`config.mk`:
```
export PLATFORM = sky130hd
export DESIGN_NAME = cache_flush_engine
export DESIGN_NICKNAME = d
export VERILOG_FILES = /design/src/rtl/cache_flush_engine_pkg.sv /design/src/rtl/cache_flush_outstanding_counter.sv /design/src/rtl/cache_flush_engine.sv
export SDC_FILE = /design/constraint.sdc
export NUM_CORES = 1
export LEC_CHECK = 0
export BUFFER_PORTS_ARGS = -buffer_cell sky130_fd_sc_hd__buf_2
export CORE_ASPECT_RATIO = 2
export CORE_MARGIN = 4
export CORE_UTILIZATION = 57
export DETAILED_ROUTE_END_ITERATION = 10
export PLACE_DENSITY = 0.83
export SYNTH_ARGS = -nofsm -noshare
export SYNTH_HDL_FRONTEND = slang
export SYNTH_SLANG_ARGS = --single-unit
```
`constraint.sdc`:
```
create_clock -name ap_clk -period 3.5 [get_ports ap_clk]
set_clock_uncertainty 0.05 [all_clocks]
set_input_delay 0.175 -clock ap_clk [delete_from_list [all_inputs] [get_ports ap_clk]]
set_output_delay 0.175 -clock ap_clk [all_outputs]
set_load 0.02 [all_outputs]
```
`src/rtl/cache_flush_engine_pkg.sv`:
```
// Shared system-cache geometry, flush state encoding and flush-count helper
// for the cache flush engine.
package cache_flush_engine_pkg;

  localparam int unsigned SYSTEM_CACHE_NUM_WAYS      = 4;
  localparam int unsigned SYSTEM_CACHE_SIZE          = 65536;
  localparam int unsigned SYSTEM_CACHE_LINE_SIZE_LOG = 6;
  localparam int unsigned CACHE_BACKEND_ADDR_W       = 32;

  localparam int unsigned SYSTEM_CACHE_WAY_LOG   = $clog2(SYSTEM_CACHE_NUM_WAYS);
  localparam int unsigned SYSTEM_CACHE_WAY_SHIFT = SYSTEM_CACHE_LINE_SIZE_LOG;
  localparam int unsigned SYSTEM_CACHE_SET_SHIFT = SYSTEM_CACHE_LINE_SIZE_LOG + SYSTEM_CACHE_WAY_LOG;
  localparam int unsigned SYSTEM_CACHE_COUNT     =
    SYSTEM_CACHE_NUM_WAYS * (SYSTEM_CACHE_SIZE >> SYSTEM_CACHE_SET_SHIFT);

  typedef enum logic [1:0] {
    IDLE  = 2'd0,
    ISSUE = 2'd1,
    DRAIN = 2'd2,
    DONE  = 2'd3
  } cache_flush_state_t;

  function automatic int unsigned flush_count(input int unsigned ways,
                                              input int unsigned size,
                                              input int unsigned line_log);
    return ways * (size >> (line_log + $clog2(ways)));
  endfunction

endpackage

```
`src/rtl/cache_flush_outstanding_counter.sv`:
```
// In-flight read tracker: counts accepted requests minus accepted responses,
// never underflowing on a response that arrives with nothing outstanding.
module cache_flush_outstanding_counter #(
  parameter int unsigned MAX   = 16,
  parameter int unsigned CNT_W = $clog2(MAX + 1)
) (
  input  logic             clk,
  input  logic             rst,
  input  logic             inc,
  input  logic             dec,
  output logic [CNT_W-1:0] count,
  output logic             full,
  output logic             empty
);

  logic [CNT_W-1:0] count_q, count_d;
  logic             dec_ok;

  always_comb begin
    dec_ok  = dec && (count_q != '0);
    count_d = count_q;
    if (inc && !dec_ok) begin
      count_d = count_q + CNT_W'(1);
    end else if (!inc && dec_ok) begin
      count_d = count_q - CNT_W'(1);
    end
  end

  always_ff @(posedge clk or posedge rst) begin
    if (rst) begin
      count_q <= '0;
    end else begin
      count_q <= count_d;
    end
  end

  // full/empty describe the value after this edge so the caller can register
  // decisions without a one-cycle lag.
  assign count = count_q;
  assign full  = (count_d == CNT_W'(MAX));
  assign empty = (count_d == '0);

endmodule

```
`src/rtl/cache_flush_engine.sv`:
```
// Walks every line of the system cache, issuing one flush read per line
// with a bounded number in flight, then drains responses and pulses done.
module cache_flush_engine
  import cache_flush_engine_pkg::*;
#(
  parameter int unsigned NUM_WAYS        = SYSTEM_CACHE_NUM_WAYS,
  parameter int unsigned CACHE_SIZE      = SYSTEM_CACHE_SIZE,
  parameter int unsigned LINE_SIZE_LOG   = SYSTEM_CACHE_LINE_SIZE_LOG,
  parameter int unsigned ADDR_W          = CACHE_BACKEND_ADDR_W,
  parameter int unsigned MAX_OUTSTANDING = 16
) (
  input  logic              ap_clk,
  input  logic              areset,
  input  logic              flush_start,
  input  logic [ADDR_W-1:0] flush_base_addr,
  output logic              flush_busy,
  output logic              flush_done,
  output logic              flush_error,
  output logic              req_valid,
  input  logic              req_ready,
  output logic [ADDR_W-1:0] req_addr,
  input  logic              resp_valid,
  output logic              resp_ready
);

  localparam int unsigned WAY_LOG   = $clog2(NUM_WAYS);
  localparam int unsigned SET_SHIFT = LINE_SIZE_LOG + WAY_LOG;
  localparam int unsigned COUNT     = flush_count(NUM_WAYS, CACHE_SIZE, LINE_SIZE_LOG);
  localparam int unsigned CNT_W     = $clog2(COUNT) + 1;
  localparam int unsigned OUT_W     = $clog2(MAX_OUTSTANDING + 1);

  cache_flush_state_t state_q, state_d;
  logic [CNT_W-1:0]   cnt_q, cnt_d;
  logic [ADDR_W-1:0]  base_q, base_d;
  logic [ADDR_W-1:0]  req_addr_q, req_addr_d;
  logic               req_valid_q, req_valid_d;
  logic               resp_ready_q, resp_ready_d;
  logic               busy_q, busy_d;
  logic               done_q, done_d;
  logic               error_q, error_d;

  logic               req_fire, resp_fire, spurious;
  logic [OUT_W-1:0]   out_count;
  logic               out_full, out_empty;

  // Set index goes above the way bits, way index into the line-offset slot.
  function automatic logic [ADDR_W-1:0] line_addr(input logic [ADDR_W-1:0] base,
                                                  input logic [CNT_W-1:0]  cnt);
    logic [ADDR_W-1:0] set_idx;
    logic [ADDR_W-1:0] way_idx;
    set_idx = ADDR_W'(cnt >> WAY_LOG);
    way_idx = ADDR_W'(cnt & CNT_W'(NUM_WAYS - 1));
    return base + ((set_idx << SET_SHIFT) | (way_idx << LINE_SIZE_LOG));
  endfunction

  assign req_fire  = req_valid_q && req_ready;
  assign resp_fire = resp_valid && resp_ready_q;
  assign spurious  = resp_fire && (out_count == '0);

  cache_flush_outstanding_counter #(
    .MAX   (MAX_OUTSTANDING),
    .CNT_W (OUT_W)
  ) u_outstanding (
    .clk   (ap_clk),
    .rst   (areset),
    .inc   (req_fire),
    .dec   (resp_fire),
    .count (out_count),
    .full  (out_full),
    .empty (out_empty)
  );

  always_comb begin
    state_d      = state_q;
    cnt_d        = cnt_q;
    base_d       = base_q;
    req_valid_d  = req_valid_q;
    req_addr_d   = req_addr_q;
    resp_ready_d = resp_ready_q;
    done_d       = 1'b0;
    error_d      = error_q | spurious;

    unique case (state_q)
      IDLE: begin
        if (flush_start) begin
          state_d      = ISSUE;
          base_d       = flush_base_addr;
          cnt_d        = '0;
          error_d      = 1'b0;
          resp_ready_d = 1'b1;
        end
      end
      ISSUE: begin
        if (req_fire) begin
          cnt_d = cnt_q + CNT_W'(1);
        end
        if (req_fire && (cnt_q == CNT_W'(COUNT - 1))) begin
          state_d     = DRAIN;
          req_valid_d = 1'b0;
        end else if (!(req_valid_q && !req_ready)) begin
          // A stalled request keeps both valid and address untouched.
          req_valid_d = !out_full;
          req_addr_d  = line_addr(base_q, cnt_d);
        end
      end
      DRAIN: begin
        if (out_empty) begin
          state_d      = DONE;
          resp_ready_d = 1'b0;
          done_d       = 1'b1;
        end
      end
      DONE: begin
        state_d = IDLE;
      end
    endcase

    busy_d = (state_d != IDLE);
  end

  always_ff @(posedge ap_clk or posedge areset) begin
    if (areset) begin
      state_q      <= IDLE;
      cnt_q        <= '0;
      base_q       <= '0;
      req_valid_q  <= 1'b0;
      req_addr_q   <= '0;
      resp_ready_q <= 1'b0;
      busy_q       <= 1'b0;
      done_q       <= 1'b0;
      error_q      <= 1'b0;
    end else begin
      state_q      <= state_d;
      cnt_q        <= cnt_d;
      base_q       <= base_d;
      req_valid_q  <= req_valid_d;
      req_addr_q   <= req_addr_d;
      resp_ready_q <= resp_ready_d;
      busy_q       <= busy_d;
      done_q       <= done_d;
      error_q      <= error_d;
    end
  end

  assign flush_busy  = busy_q;
  assign flush_done  = done_q;
  assign flush_error = error_q;
  assign req_valid   = req_valid_q;
  assign req_addr    = req_addr_q;
  assign resp_ready  = resp_ready_q;

endmodule

```
==> results.ini, run 1 <==
[clock_network]
cts_max_level=3
clock-root-buffer=clkbuf_16
clockBufferDepth=2
postCtsSetupRepairBufs=0
clkSinkCount=87
clk_latency_ps=340
cts_tree=built
cts_buffers=9
clk_pin_slew_ps=60

[detailed_routing]
dr.pass1.iters=4
routedWlPerCell_um=17.3
wirelength_um=10500
via_per_inst=5.78
vias=3494
antenna_left=0
drc=0
drtIter0Drc=126

[sta]
final-setup-viol-count=0
rsz0062_at_grt=false
hold_viol=0
fmax_mhz=309
finalHoldWorstSlack_ps=5.59
slew_headroom_pct=39.6
maxSlewViolCount=0
period_needed_ps=3230
min_period_over_period_pct=92.3
worst_pin_slew_ps=904
worst_slack_ps=269
fin_setup_tns_ps=0

[grt]
grt_pass1_wl_um=17500
grt_use_met2_pct=44.3
grt_max_degree=43
antenna_found_initial=0
grt_use_met3_pct=4.80
grt.busiest_layer=met2
grt-ovfl-total=0
use_met1_pct=23.3
grt_util_all_layers_pct=23.3
grt_pass1_vias=3746

[finish]
multi_input_area_um2=2250
syn_to_final_growth_pct=18.1
final_cell_mix=dfrtp_1 (87), buf_2 (73), nand2_1 (57)
drive_gt1_share_pct=28.2
finalNonFillerCells=605
n_fill_cell=608
regArea_um2=2180
post-route-cell-area_um2=5350
nets=563
final_common_cell=dfrtp_1
diodes=0

[floorplanning]
die_y_um=134
coreArea_um2=7660
die_w_um=71.0
start_util_pct=59.2
pin_count=74
dieArea_um2=9520
rows=45

[setup_path]
path_class=register to register
startpoint_type=register
cp_max_fo=7
cp_cell_sequence=and2_2 -> nand2_1 -> nor2_1 -> and3_1 -> nand3_1 -> or2_1 -> nand2_1 -> ha_1 -> nand2_1 -> or4_4 -> a211oi_2 -> xnor2_1 -> o21ai_1
crit_required_ps=3650
critPathCaptureType=register
cpMostUsedCell=nand2_1
worstPathArrival_ps=3380
cp_slowest_stage_delay_ps=620
slowest_stage=or4_4

[yosys]
synth_nets=485
synth_edf_count=0
yosysUniqueCellTypes=50
synth.ff_latch_count=87
async_reset_ff_share_pct=100
synth-seq-area-share_pct=48.1
ys_warn_count=0
postSynthCellCount=429
synth_flop_cell=dfrtp_1
syn_area_um2=4530
synth_area_per_cell_um2=10.6

[placement]
globalplace.congestion=0.840
dpl_worst_slack_ps=123
placed_cells=589
dpl_cell_area_um2=5020
port_buffers=73
dp_hpwl_um=7730

[pwr]
power_density_nw_per_um2=773
p_leak_nw=2.46
peakVddDrop_uv=498

[flow_run]
maxCapViolCount=0

[run_status]
status=complete, no violations

[min_path]
hold_class=input pin to register

where the power goes:
part           switching, mW  leakage [nW]  internal (mW)
sequential             0.304          1.05           1.36
clock                  0.370         0.149          0.641
combinational          0.841          1.26          0.614
registers in the layout (all words and copies together), names as in the netlist:
signal	cells
base_q	32
req_addr	32
cnt_q	11
u_outstanding.count	5
state_q	2
flush_busy	1
flush_done	1
flush_error	1
req_valid	1
resp_ready	1
routing by layer:
| metal | vias up | share of wire, % | routed length, µm |
|---|---|---|---|
| met1 | 1718 | 34 | 3550 |
| li1 | 1660 | - | - |
| met3 | 29 | 4.1 | 427 |
| met4 | 0 | 3.1 | 329 |
| met5 | - | 0 | 0 |
| met2 | 87 | 59 | 6160 |
Yosys cell counts (3+ instances only):
cell	n	area (µm²)
and3_1	10	62.6
buf_2	3	15.0
mux2_1	9	101
o21ai_0	13	65.1
mux2_2	31	349
dfrtp_1	87	2180
nand3_1	8	40.0
a31oi_1	4	25.0
o21ai_1	29	145
nor2_1	21	78.8
mux2i_1	6	60.1
a211oi_2	6	75.1
nand2_1	57	214
a22o_1	3	26.3
nand2b_1	3	18.8
a21oi_1	16	80.1
nor3_1	5	25.0
o211ai_1	10	75.1
a21o_1	3	22.5
inv_1	11	41.3
xor2_1	21	184
xnor2_1	15	131
ha_1	18	225
clkbuf_1	9	33.8
final cells by class:
cell class                 instances  area share, %
timing repair buffer              83           8.28
sequential                        87           40.7
multi-input combinational        314           42.1
tap                               94           2.20
clock inverter                     3           1.26
inverter                          12          0.865
clock buffer                      12           4.61
cell families (layout without fill, tap and decap cells):
group                      count (synthesis)  in the layout  synth area share [%]
buffers and inverters                     28            110                  2.57
AOI/OAI and AO/OA                         92             92                  12.9
DFF                                       87             87                  48.1
xor gates and xnor gates                  36             36                  6.96
muxes                                     46             46                  11.3
adders and majority gates                 19             19                  5.41
and+or+nand+nor                          121            121                  12.8
per-stage QoR:
step / total power [mW] / utilization [%]
after detailed placement: 3.14 / 65.5
after CTS: 4.16 / 69.7
after global placement: 3.06 / 65.5
final: 4.13 / 69.9
after floorplan: 2.66 / -
after global routing: 4.41 / 69.9
critical path, delay by kind of cell (launching register included):
family	cells	cell delay (ps)
simple gates	9	1970
flops	1	400
compound gates	2	330
fa+ha+maj	1	210
xor+xnor	1	140
path summary, 6_finish.rpt:
path | from | to | slack [ps] | cells past startpoint
worst max-delay path | req_valid | req_addr[22] | 270 | 13
worst min-delay path | flush_base_addr[7] | base_q[7] | 6 | 3
worst max register to register | req_valid | req_addr[22] | 270 | 13
worst min register to register | base_q[5] | req_addr[5] | 430 | 1
max in group asynchronous | areset | state_q[1] | 2240 | 4
min in group asynchronous | areset | base_q[6] | 390 | 3
what timing repair did:
action | CTS | global route
setup endpoints to repair | 0 | 14
hold buffers | 1 | 0
gates resized for setup | 0 | 3
endpoints found under the hold margin | 35 | 0
Note: power is estimated with default switching activity, not from simulation.
==> run 2: changes to the inputs <==
Settings changed: CORE_MARGIN 4 to 2.
==> run 2 against run 1 <==
  * Clock-buffer cell count is 1 higher
  * Routed wire length is 12% lower
  * Total power is 0.78% higher
  * Final area is 0.61% higher
  * Critical path depth stayed put
  * Largest power group unchanged
  * Core utilization is 1.1 points lower
  * Worst hold slack better by 6.0 ps
  * Via count is 4.1% lower
==> results.ini, run 2 (synthesized netlist as in run 1, its figures left out) <==
[clock_network]
clock-root-buffer=clkbuf_16
clk_pin_slew_ps=60  ; about the same
clkSinkCount=87  ; unchanged
clockBufferDepth=2  ; unchanged
cts_max_level=3  ; unchanged
clk_latency_ps=340  ; about the same
cts_tree=built
cts_buffers=9  ; unchanged

[setup_path]
cp_slowest_stage_delay_ps=600  ; -20 ps
worstPathArrival_ps=3370  ; about the same
slowest_stage=or4_4
cp_max_fo=7  ; unchanged
path_class=register to register
path_buf_inv=0  ; unchanged
cp_cell_sequence=and2_2 -> nand2_1 -> nor2_1 -> and3_1 -> nand3_1 -> or2_1 -> nand2_1 -> ha_1 -> nand2_1 -> or4_4 -> a211oi_2 -> xnor2_1 -> o21ai_1
critPathCaptureType=register
crit_required_ps=3660  ; about the same
critPathTopFamily=simple AND/OR/NAND/NOR gates
cpMostUsedCell=nand2_1
startpoint_type=register

[detailed_routing]
dr.pass1.iters=4  ; unchanged
routedWlPerCell_um=15.1  ; -13%
wirelength_um=9160  ; -12%
drtIter0Drc=250  ; +98%
via_per_inst=5.52  ; -4.4%
drc=0  ; unchanged
antenna_left=0  ; unchanged
vias=3351  ; -4.1%

[grt]
grt-ovfl-total=0  ; unchanged
grt_max_degree=51  ; +19%
grt_pass1_vias=3207  ; -14%
antenna_found_initial=0  ; unchanged
grt_util_all_layers_pct=23.4  ; +0.028 points
grt_pass1_wl_um=15300  ; -13%

[floorplanning]
coreArea_um2=7830  ; +2.2%
dieArea_um2=8720  ; -8.4%
die_w_um=67.0  ; -5.6%
pin_count=74  ; unchanged
rows=46  ; +2.2%
start_util_pct=57.9  ; -1.3 points
die_y_um=130  ; -3.0%

[pwr]
total_power_mw=4.17  ; +0.78%
peakVddDrop_uv=478  ; -3.9%
power_density_nw_per_um2=774  ; +0.17%
p_leak_nw=2.48  ; +0.51%

[finish]
final_common_cell=dfrtp_1
final_cell_mix=dfrtp_1 (87), buf_2 (73), nand2_1 (57)
n_fill_cell=612  ; +0.66%
drive_gt1_share_pct=27.6  ; -0.59 points
syn_to_final_growth_pct=18.8
nets=562  ; -0.18%
diodes=0  ; unchanged

[sta]
min_period_over_period_pct=91.7  ; -0.63 points
hold_viol=0  ; unchanged
maxSlewViolCount=0  ; unchanged
period_needed_ps=3210  ; -22.0 ps
slew_headroom_pct=39.4  ; -0.14 points
rsz0062_at_grt=false
fin_setup_tns_ps=0  ; unchanged
fmax_mhz=312  ; +0.68%
final-setup-viol-count=0  ; unchanged
worst_pin_slew_ps=905  ; +0.0412 ps

[min_path]
hold_class=input pin to register

[placement]
dp_hpwl_um=6670  ; -14%
globalplace.congestion=0.942  ; +12%
port_buffers=73  ; unchanged

[flow_run]
maxCapViolCount=0  ; unchanged

[run_status]
status=complete, no violations

-- run 2: timing repair --
item                                    CTS  global route
resized for setup                         0             2
endpoints found under the setup margin    0             7
hold buffers                              2             0
endpoints found under the hold margin    18             0
setup buffers                             0             0
-- run 2: worst paths after layout --
path	endpoint	from	slack [ps]	cells after the start
min in group asynchronous	base_q[29]	areset	280	3
worst max-delay path	req_addr[28]	req_valid	290	13
worst max register to register	req_addr[28]	req_valid	290	13
max in group asynchronous	req_addr[6]	areset	2360	4
worst min register to register	req_addr[23]	req_addr[23]	430	2
worst min-delay path	base_q[26]	flush_base_addr[26]	10	2
-- run 2: cell type report --
cell class | instances | area, µm² | area share (%)
clock buffers | 13 | 250 | 4.65
clock inverters | 3 | 90.1 | 1.67
inverters | 12 | 46.3 | 0.860
multi-input cells | 314 | 2250 | 41.8
flip-flops and latches | 87 | 2180 | 40.5
well taps | 96 | 120 | 2.23
repair buffers | 82 | 450 | 8.37
-- run 2: where the power goes --
group	leakage [nW]	switching [mW]	internal [mW]
sequential	1.05	0.294	1.36
combinational	1.26	0.808	0.612
clock	0.164	0.371	0.718
total	2.48	1.47	2.69
-- run 2: layer usage --
layer	vias to the layer above	GRT usage, %	routed length, µm
li1	1671	-	-
met2	87	35.9	4510
met4	0	11.5	171
met5	-	0	0
met3	12	3.53	427
met1	1581	32.0	4050
-- run 2: stage by stage --
step	cell area (µm²)	hold slack (ps)	util (%)	std cells	setup WS, ps
2_1_floorplan	4530	242	-	429	213
3_3_place_gp	5020	87.8	64.1	589	297
3_5_place_dp	5020	85.2	64.1	589	136
4_1_cts	5380	1.43	68.7	607	111
5_1_grt	5380	6.09	68.8	607	49.8
6_report	5380	11.6	68.8	607	291
==> run 3: changes to the inputs <==
Settings changed: RECOVER_POWER from default to 25.
==> run 3 against run 2 <==
  * Critical path depth is the same
  * Total power fell by 0.79%
  * Core utilization down 0.54 points
  * Die area did not move
  * Worst hold slack worse by 0.66 ps
  * Routed wire length increased by 0.86%
  * Fmax down 0.24%
  * Worst setup slack lost 7.6 ps
  * Via count rose by 0.42%
  * Global-route usage unchanged
  * Flip-flop and latch count unchanged
  * Combinational power down 3%
  * Critical endpoint is now req_addr[26]
==> results.ini, run 3 (synthesized netlist as in run 1, its figures left out) <==
[run_status]
status=complete, no violations

[floorplanning]
die_w_um=67.0  ; unchanged
coreArea_um2=7830  ; unchanged
dieArea_um2=8720  ; unchanged
rows=46  ; unchanged
start_util_pct=57.9  ; unchanged
pin_count=74  ; unchanged
die_y_um=130  ; unchanged

[setup_path]
cp_slowest_stage_delay_ps=600  ; about the same
cp_max_fo=7  ; unchanged
path_class=register to register
startpoint_type=register
slowest_stage=or4_4
path_buf_inv=0  ; unchanged
cp_cell_sequence=and2_2 -> nand2_1 -> nor2_1 -> and3_1 -> nand3_1 -> or2_1 -> nand2_1 -> ha_1 -> nand2_1 -> or4_4 -> a211oi_2 -> xnor2_1 -> o21ai_1
worstPathArrival_ps=3380  ; about the same
critPathTopFamily=simple AND/OR/NAND/NOR gates
critPathCaptureType=register
cpMostUsedCell=nand2_1
crit_required_ps=3660  ; about the same

[sta]
min_period_over_period_pct=91.9  ; +0.22 points
rsz0062_at_grt=false
slew_headroom_pct=39.0  ; -0.42 points
maxSlewViolCount=0  ; unchanged
fin_setup_tns_ps=0  ; unchanged
hold_viol=0  ; unchanged
period_needed_ps=3220  ; +7.59 ps
fmax_mhz=311  ; -0.24%
worst_pin_slew_ps=911  ; +6.21 ps
final-setup-viol-count=0  ; unchanged

[pwr]
p_comb_share_pct=33.4  ; -0.7 points
p_seq_share_pct=40.3  ; +0.5 points
total_power_mw=4.13  ; -0.79%
clkPwrFrac_pct=26.4  ; +0.3 points
power_density_nw_per_um2=774  ; about the same
p_leak_nw=2.37  ; -4.4%
p_int_mw=2.65  ; -1.6%
peakVddDrop_uv=475  ; -0.68%
p_sw_share_pct=35.9  ; +0.56 points
p_sw_mw=1.48  ; +0.79%

[clock_network]
clkSinkCount=87  ; unchanged
clock-root-buffer=clkbuf_16
clk_latency_ps=350  ; about the same
cts_tree=built
clk_pin_slew_ps=60  ; about the same
cts_buffers=9  ; unchanged
clockBufferDepth=2  ; unchanged
cts_max_level=3  ; unchanged

[placement]
port_buffers=73  ; unchanged
globalplace.congestion=0.942  ; unchanged
dp_hpwl_um=6670  ; unchanged
placed_cells=589  ; unchanged

[finish]
finalNonFillerCells=607  ; unchanged
final_cell_mix=dfrtp_1 (87), nand2_1 (57), buf_2 (39)
regArea_um2=2180  ; unchanged
n_fill_cell=625  ; +2.1%
drive_gt1_share_pct=20.9  ; -6.7 points
multi_input_area_um2=2250  ; unchanged
syn_to_final_growth_pct=17.9
diodes=0  ; unchanged
nets=562  ; unchanged
final_common_cell=dfrtp_1

[grt]
grt_util_all_layers_pct=23.4  ; unchanged
grt_use_met2_pct=35.9  ; unchanged
grt_use_met3_pct=3.53  ; unchanged
grt_pass1_vias=3207  ; unchanged
use_met1_pct=32.0  ; unchanged
antenna_found_initial=0  ; unchanged
grt.busiest_layer=met2
grt_pass1_wl_um=15300  ; unchanged
grt_max_degree=51  ; unchanged
grt-ovfl-total=0  ; unchanged

[detailed_routing]
antenna_left=0  ; unchanged
wirelength_um=9240  ; +0.86%
routedWlPerCell_um=15.2  ; +0.86%
via_per_inst=5.54  ; +0.42%
dr.pass1.iters=4  ; unchanged
drtIter0Drc=227  ; -9.2%
drc=0  ; unchanged
vias=3365  ; +0.42%

[flow_run]
maxCapViolCount=0  ; unchanged

[min_path]
hold_class=input pin to register

run 3: changes by cell type in the layout (fill, tap and decap cells not counted):
cell | previous run | this run
buf_2 | 73 | 39
clkbuf_1 | 3 | 37
clkinv_2 | 1 | 0
clkinvlp_2 | 0 | 1
run 3: final timing paths:
kind                                     start      endpoint  slack, ps  cells after the start
max                                  req_valid  req_addr[26]        280                     13
min                        flush_base_addr[26]    base_q[26]         10                      2
max reg2reg                          req_valid  req_addr[26]        280                     13
min reg2reg                       req_addr[29]  req_addr[29]        430                      2
max in group asynchronous               areset   req_addr[6]       2080                      4
min in group asynchronous               areset    base_q[29]        440                      3
run 3: routing by layer:
metal / vias up / part of all wire [%]
met1: 1589 / 44
met5: - / 0
met2: 93 / 49
li1: 1669 / -
met3: 14 / 4.9
met4: 0 / 2.1
run 3: metrics by stage:
step / setup slack (ps) / util (%) / hold WS (ps) / instance area, µm²
global route: 49.8 / 68.2 / 6.09 / 5340
finish: 283 / 68.2 / 10.9 / 5340
global placement: 297 / 64.1 / 87.8 / 5020
floorplan: 213 / - / 242 / 4530
CTS: 111 / 68.7 / 1.43 / 5380
detailed placement: 136 / 64.1 / 85.2 / 5020
run 3: timing repair:
action | CTS | global route
buffers inserted | 0 | 0
setup endpoints to repair | 0 | 7
hold endpoints to repair | 18 | 0
gates resized for setup | 0 | 2
hold buffers | 2 | 0
run 3: cell type report:
type                            instances  share of cell area, %
Clock buffer                           13                   4.69
Clock inverter                          3                   1.69
Inverter                               12                  0.867
Multi-Input combinational cell        314                   42.1
Sequential cell                        87                   40.8
Tap cell                               96                   2.25
Timing Repair Buffer                   82                   7.64
run 3: power by group through the flow:
stage	clock, mW	sequential (mW)	combinational [mW]
3_5_place_dp	0	1.67	1.41
3_3_place_gp	0	1.66	1.36
5_1_grt	1.15	1.72	1.53
2_1_floorplan	0	1.81	0.859
6_report	1.09	1.66	1.38
4_1_cts	1.11	1.66	1.43
